--- src/rtl/reg_rename_ckpt.sv ---
// reg_rename_ckpt: register rename with RAM map table, circular free list, busy table
// and branch checkpoints giving single-cycle mispredict recovery.
module reg_rename_ckpt #(
    parameter int NUM_ARCH_REGS = 32,
    parameter int NUM_PHYS_REGS = 64,
    parameter int NUM_CKPT      = 4,
    parameter int AW            = $clog2(NUM_ARCH_REGS),
    parameter int PW            = $clog2(NUM_PHYS_REGS),
    parameter int CW            = $clog2(NUM_CKPT)
) (
    input  logic          clk,
    input  logic          rst_n,
    input  logic          ren_valid,
    output logic          ren_ready,
    input  logic          ren_uses_rw,
    input  logic [AW-1:0] ren_rw_arch,
    input  logic [AW-1:0] ren_rs_arch,
    input  logic [AW-1:0] ren_rt_arch,
    input  logic          ren_is_branch,
    output logic [PW-1:0] ren_rs_phys,
    output logic [PW-1:0] ren_rt_phys,
    output logic          ren_rs_busy,
    output logic          ren_rt_busy,
    output logic [PW-1:0] ren_rw_phys,
    output logic [PW-1:0] ren_old_rw_phys,
    output logic [CW-1:0] ren_ckpt_id,
    input  logic          wb_valid,
    input  logic [PW-1:0] wb_phys,
    input  logic          commit_valid,
    input  logic [PW-1:0] commit_old_phys,
    input  logic          br_valid,
    input  logic [CW-1:0] br_id,
    input  logic          br_mispredict,
    output logic [PW:0]   free_count
);

    localparam int FREE0 = NUM_PHYS_REGS - NUM_ARCH_REGS;

    logic [PW-1:0]      rmt_q [NUM_ARCH_REGS];
    logic [PW-1:0]      rmt_d [NUM_ARCH_REGS];
    logic [PW-1:0]      fl_q [NUM_PHYS_REGS];
    logic [PW-1:0]      fl_d [NUM_PHYS_REGS];
    logic [PW:0]        head_q, head_d, tail_q, tail_d;
    logic [NUM_PHYS_REGS-1:0] busy_q, busy_d;
    logic [NUM_CKPT-1:0] ckpt_valid_q, ckpt_valid_d;
    logic [CW-1:0]      ckpt_tail_q, ckpt_tail_d;
    logic [PW-1:0]      ckpt_rmt_q [NUM_CKPT][NUM_ARCH_REGS];
    logic [PW:0]        ckpt_head_q [NUM_CKPT];

    logic          wr, fire, alloc, push, ckpt_we, br_hit, mispred;
    logic [PW-1:0] new_phys;
    logic [CW-1:0] br_span;

    assign wr       = ren_uses_rw & (ren_rw_arch != '0);
    assign mispred  = br_valid & br_mispredict;
    assign br_hit   = br_valid & ckpt_valid_q[br_id];
    assign ren_ready = !mispred & (!wr | free_count != '0) & (!ren_is_branch | !ckpt_valid_q[ckpt_tail_q]);
    assign fire     = ren_valid & ren_ready;
    assign alloc    = fire & wr;
    assign ckpt_we  = fire & ren_is_branch;
    assign push     = commit_valid & (commit_old_phys != '0);
    assign new_phys = fl_q[head_q[PW-1:0]];
    assign br_span  = ckpt_tail_q - br_id;

    assign free_count      = tail_q - head_q;
    assign ren_rs_phys     = rmt_q[ren_rs_arch];
    assign ren_rt_phys     = rmt_q[ren_rt_arch];
    assign ren_rs_busy     = (ren_rs_phys != '0) & busy_q[ren_rs_phys] & !(wb_valid & wb_phys == ren_rs_phys);
    assign ren_rt_busy     = (ren_rt_phys != '0) & busy_q[ren_rt_phys] & !(wb_valid & wb_phys == ren_rt_phys);
    assign ren_rw_phys     = wr ? new_phys : '0;
    assign ren_old_rw_phys = wr ? rmt_q[ren_rw_arch] : '0;
    assign ren_ckpt_id     = ckpt_tail_q;

    always_comb begin
        rmt_d        = rmt_q;
        fl_d         = fl_q;
        head_d       = head_q;
        tail_d       = tail_q;
        busy_d       = busy_q;
        ckpt_valid_d = ckpt_valid_q;
        ckpt_tail_d  = ckpt_tail_q;
        if (wb_valid) busy_d[wb_phys] = 1'b0;
        if (alloc) begin
            rmt_d[ren_rw_arch] = new_phys;
            head_d             = head_q + (PW+1)'(1);
            busy_d[new_phys]   = 1'b1;
        end
        if (push) begin
            fl_d[tail_q[PW-1:0]] = commit_old_phys;
            tail_d               = tail_q + (PW+1)'(1);
        end
        if (br_hit & !br_mispredict) ckpt_valid_d[br_id] = 1'b0;
        if (br_hit & br_mispredict) begin
            rmt_d  = ckpt_rmt_q[br_id];
            head_d = ckpt_head_q[br_id];
            // span 0 with br_id valid means the ring is full: every slot is br_id or younger
            for (int k = 0; k < NUM_CKPT; k++)
                if (CW'(CW'(k) - br_id) < br_span || br_span == '0) ckpt_valid_d[k] = 1'b0;
            ckpt_tail_d = br_id;
        end
        if (ckpt_we) begin
            ckpt_valid_d[ckpt_tail_q] = 1'b1;
            ckpt_tail_d               = ckpt_tail_q + CW'(1);
        end
    end

    always_ff @(posedge clk or negedge rst_n) begin
        if (!rst_n) begin
            for (int i = 0; i < NUM_ARCH_REGS; i++) rmt_q[i] <= PW'(i);
            for (int i = 0; i < NUM_PHYS_REGS; i++) fl_q[i] <= (i < FREE0) ? PW'(NUM_ARCH_REGS + i) : '0;
            head_q       <= '0;
            tail_q       <= (PW+1)'(FREE0);
            busy_q       <= '0;
            ckpt_valid_q <= '0;
            ckpt_tail_q  <= '0;
        end else begin
            rmt_q        <= rmt_d;
            fl_q         <= fl_d;
            head_q       <= head_d;
            tail_q       <= tail_d;
            busy_q       <= busy_d;
            ckpt_valid_q <= ckpt_valid_d;
            ckpt_tail_q  <= ckpt_tail_d;
        end
    end

    // Snapshot payload is qualified by ckpt_valid_q, so it needs no reset.
    always_ff @(posedge clk) begin
        if (ckpt_we) begin
            ckpt_rmt_q[ckpt_tail_q]  <= rmt_d;
            ckpt_head_q[ckpt_tail_q] <= head_d;
        end
    end

endmodule

--- config.mk ---
export PLATFORM = sky130hd
export DESIGN_NAME = reg_rename_ckpt
export DESIGN_NICKNAME = d
export VERILOG_FILES = /design/src/rtl/reg_rename_ckpt.sv
export SDC_FILE = /design/constraint.sdc
export NUM_CORES = 2
export LEC_CHECK = 0
export ABC_AREA = 1
export BUFFER_PORTS_ARGS = -buffer_cell sky130_fd_sc_hd__buf_2
export CAP_MARGIN = 20
export CORE_UTILIZATION = 40
export DETAILED_ROUTE_END_ITERATION = 16
export SKIP_CTS_REPAIR_TIMING = 1
export SYNTH_ARGS = -nofsm -noshare
export SYNTH_HDL_FRONTEND = slang
export SYNTH_SLANG_ARGS = --single-unit
--- constraint.sdc ---
create_clock -name clk -period 34.7 [get_ports clk]
set_input_delay 0 -clock clk [delete_from_list [all_inputs] [get_ports clk]]
set_output_delay 0 -clock clk [all_outputs]
set_load 0.005 [all_outputs]
==> impl_metrics.ini <==
[run_status]
status = finished, violations left
violations = hold timing

[setup_path]
r2r_start = head_q[2]
r2r-end = ckpt_rmt_q[1][177]
endpoint_kind = flip-flop
startpoint_type = flip-flop
critPathRequiredTime_ps = 35120
critPathArrivalTime_ps = 7550
reg2reg_depth = 17
worstPathCellList = buf_4, clkinv_1, ha_1, a21oi_1, nand2_1, a21oi_1, o21bai_1, xor2_1, nand3_2, nand2_1, inv_1, nand3_1, nor2_4, buf_4, buf_4, buf_4, buf_4
criticalPathCategory = flip-flop to flip-flop
path_max_fanout = 64
cp_slowest_stage_delay_ps = 880
ff2ff_setup_slack_ps = 27570
worst_path_most_repeated_cell = buf_4
cpMaxStageDelayCell = buf_4

[routing]
dr.pass1.iters = 9
wl_per_cell_um = 23.2
drt-initial-drc-count = 6498
wirelength_um = 218000
ant_nets = 0
vias = 55051
avgViaCountPerCell = 5.85
drc_errors = 0

[power_and_ir_drop]
p_total_mw = 6.28
leakage_nw = 28.9
power.density_mw_per_mm2 = 84.0
worst_ir_drop_vdd_mv = 0.0790

[grt]
track_usage_pct = 25.2
grt_max_degree = 200
grt_pass1_wl_um = 330000
grt_overflow_total = 0
antenna_found_initial = 5
grt_pass1_vias = 52070

[synthesis]
synth_enable_flop_cells = 796
synth_area_leader_cell = edfxtp_1
seq_area_frac_synth_pct = 60.0
synthArstFlopShare_pct = 45.3
yosysMostFrequentCell = nand2_1
ys_ff_latch = 1456
syn-cell-area_mm2 = 0.0678
synth.top_cell.area_share_pct = 35.3
synth_area_per_cell_um2 = 9.34
synthTopCellsByArea = edfxtp_1 35%, dfrtp_1 17%, o21ai_0 8.9%
ys_top_cells_by_count = 1541 x nand2_1, 1199 x o21ai_0, 796 x edfxtp_1, 732 x nand3_1, 676 x nor2_1
ys.flop_type = edfxtp_1
ys_types = 49
netlist_instances = 7255
ys_warn_count = 0
synth_nets = 7316

[sta]
fin_setup_tns_ps = 0
finClkSkew_ps = 51.4
tightest_slew_ps = 1240
rsz0062_at_grt = false
hold_slack_ps = -15.6
drv_slew = 0
fin_crit_ps = 7130
relSlewSlack_pct = 17.6
period_share_pct = 20.5
finalHoldViolations = 4
max_freq_mhz = 140
setup-violations-final = 0

[floorplan]
die_y_um = 414
initial_utilization_pct = 40.4
std_cell_rows = 150
core-area_mm2 = 0.168
die_w_um = 414
ios = 74
die-area_mm2 = 0.171

[clock_network]
cts-root-buf = clkbuf_16
cts_buffer_depth = 3
cts_buffers = 154
tritoncts = yes
htreeDepth = 4
clk_latency_ps = 820
cts_sinks = 1456
clkSlewWorstSetupHoldPaths_ps = 60

[finish]
nets = 7139
drive_above_1_share_pct = 9.63
synthToLayoutAreaGrowth_pct = 10.3

[min_path]
hold_path_end = ren_ckpt_id[0]
min_path_type = input port to flip-flop
hp-start = ren_is_branch
min_path_cells = 3

[placed_design]
place_congestion = 0.958
numPortBuffers = 73
dp_hpwl_um = 123000

[job]
drv_cap = 0
how the worst max path moves through the flow:
stage	endpoint	cells past startpoint	start	slack (ps)
finish	ckpt_rmt_q[1][177]	17	head_q[2]	27570
global route	ckpt_rmt_q[1][130]	17	head_q[2]	27080
global placement	ckpt_rmt_q[1][124]	17	head_q[2]	27530
CTS	ckpt_rmt_q[1][177]	17	head_q[2]	27500
detailed placement	ckpt_rmt_q[1][124]	17	head_q[2]	27550
floorplan	ckpt_valid_q[1]	15	head_q[2]	23250
cell usage in the layout, fill, tap and decap left out, types with 9 or more instances in the layout:
master         instances
clkbuf_1              59
nor3_1                22
clkbuf_8              17
a22oi_1               27
o21ai_1               92
nand2_2               12
nand2_1             1540
nand3_1              732
buf_2                 68
a21oi_1              131
bufinv_16              9
o22ai_1              293
nand4_1                9
dfstp_2              193
xor2_1                18
dfrtp_1              465
o21ai_0             1199
clkbuf_16            157
dlygate4sd3_1         33
o211ai_1              34
ha_1                  20
a22o_1                 9
buf_4                 97
inv_2                 27
nor3_2                13
edfxtp_1             796
o221ai_1              56
inv_1                265
nor2_1               669
clkinv_2              15
nor2_4                10
clkinv_1              17
per-stage QoR:
step	util [%]	cells	hold slack, ps	area [um2]	setup WS [ps]
floorplan	-	7255	-296	67800	23250
global placement	41.3	9089	179	69300	27530
detailed placement	41.3	9090	178	69300	27550
CTS	44.3	9374	-692	74300	27500
global route	44.5	9414	0.106	74700	27080
finish	44.5	9415	-15.6	74700	27570
cells by family (layout without fill, tap and decap cells):
family	Yosys count	in the layout	share of synthesized area, %
AOI/OAI and AO/OA	1863	1863	15.0
xor gates and xnor gates	21	21	0.271
adders and majority gates	23	23	0.458
buffers and inverters	847	798	5.50
DFF	1456	1456	60.0
other	0	5	0
and+or+nand+nor	3045	3045	18.8
metal layers:
| metal | routed length [um] | vias up | track usage (%) | share of wire (%) |
|---|---|---|---|---|
| met2 | 99200 | 2694 | 39.4 | 45 |
| met1 | 91000 | 26977 | 34.6 | 42 |
| met3 | 19200 | 481 | 4.46 | 8.8 |
| met5 | 0 | - | 0 | 0 |
| li1 | - | 24899 | - | - |
| met4 | 8930 | 0 | 10.2 | 4.1 |
sequential cells by signal (all words and copies together), names as in the netlist:
signal and count:
ckpt_valid_q 4, head_q 7, busy_q 64, fl_q 384, tail_q 7, rmt_q 192
ckpt_head_q 28, ckpt_rmt_q 768, ren_ckpt_id 2
report_power, final:
part / switching, mW / total (mW) / internal (mW)
Combinational: 1.49 / 2.01 / 0.518
Sequential: 0.213 / 2.63 / 2.41
Clock: 0.697 / 1.64 / 0.944
Total: 2.40 / 6.28 / 3.88
worst max-delay path: cells and delay by family, from the launching register on:
family / cells / cell delay [ps]
buf+inv: 7 / 4260
simple gates: 5 / 870
fa+ha+maj: 1 / 590
compound gates: 3 / 400
flops: 1 / 320
xor+xnor: 1 / 170
cell type report:
type | instances | area, um2
multi-input cells | 4952 | 23500
inverters | 304 | 1170
clock inverters | 51 | 609
flip-flops and latches | 1456 | 40700
repair buffers | 210 | 1610
well taps | 2204 | 2760
fillers | 16134 | 93100
diodes | 5 | 12.5
clock buffers | 233 | 4380
Power figures use the tool's default switching activity.
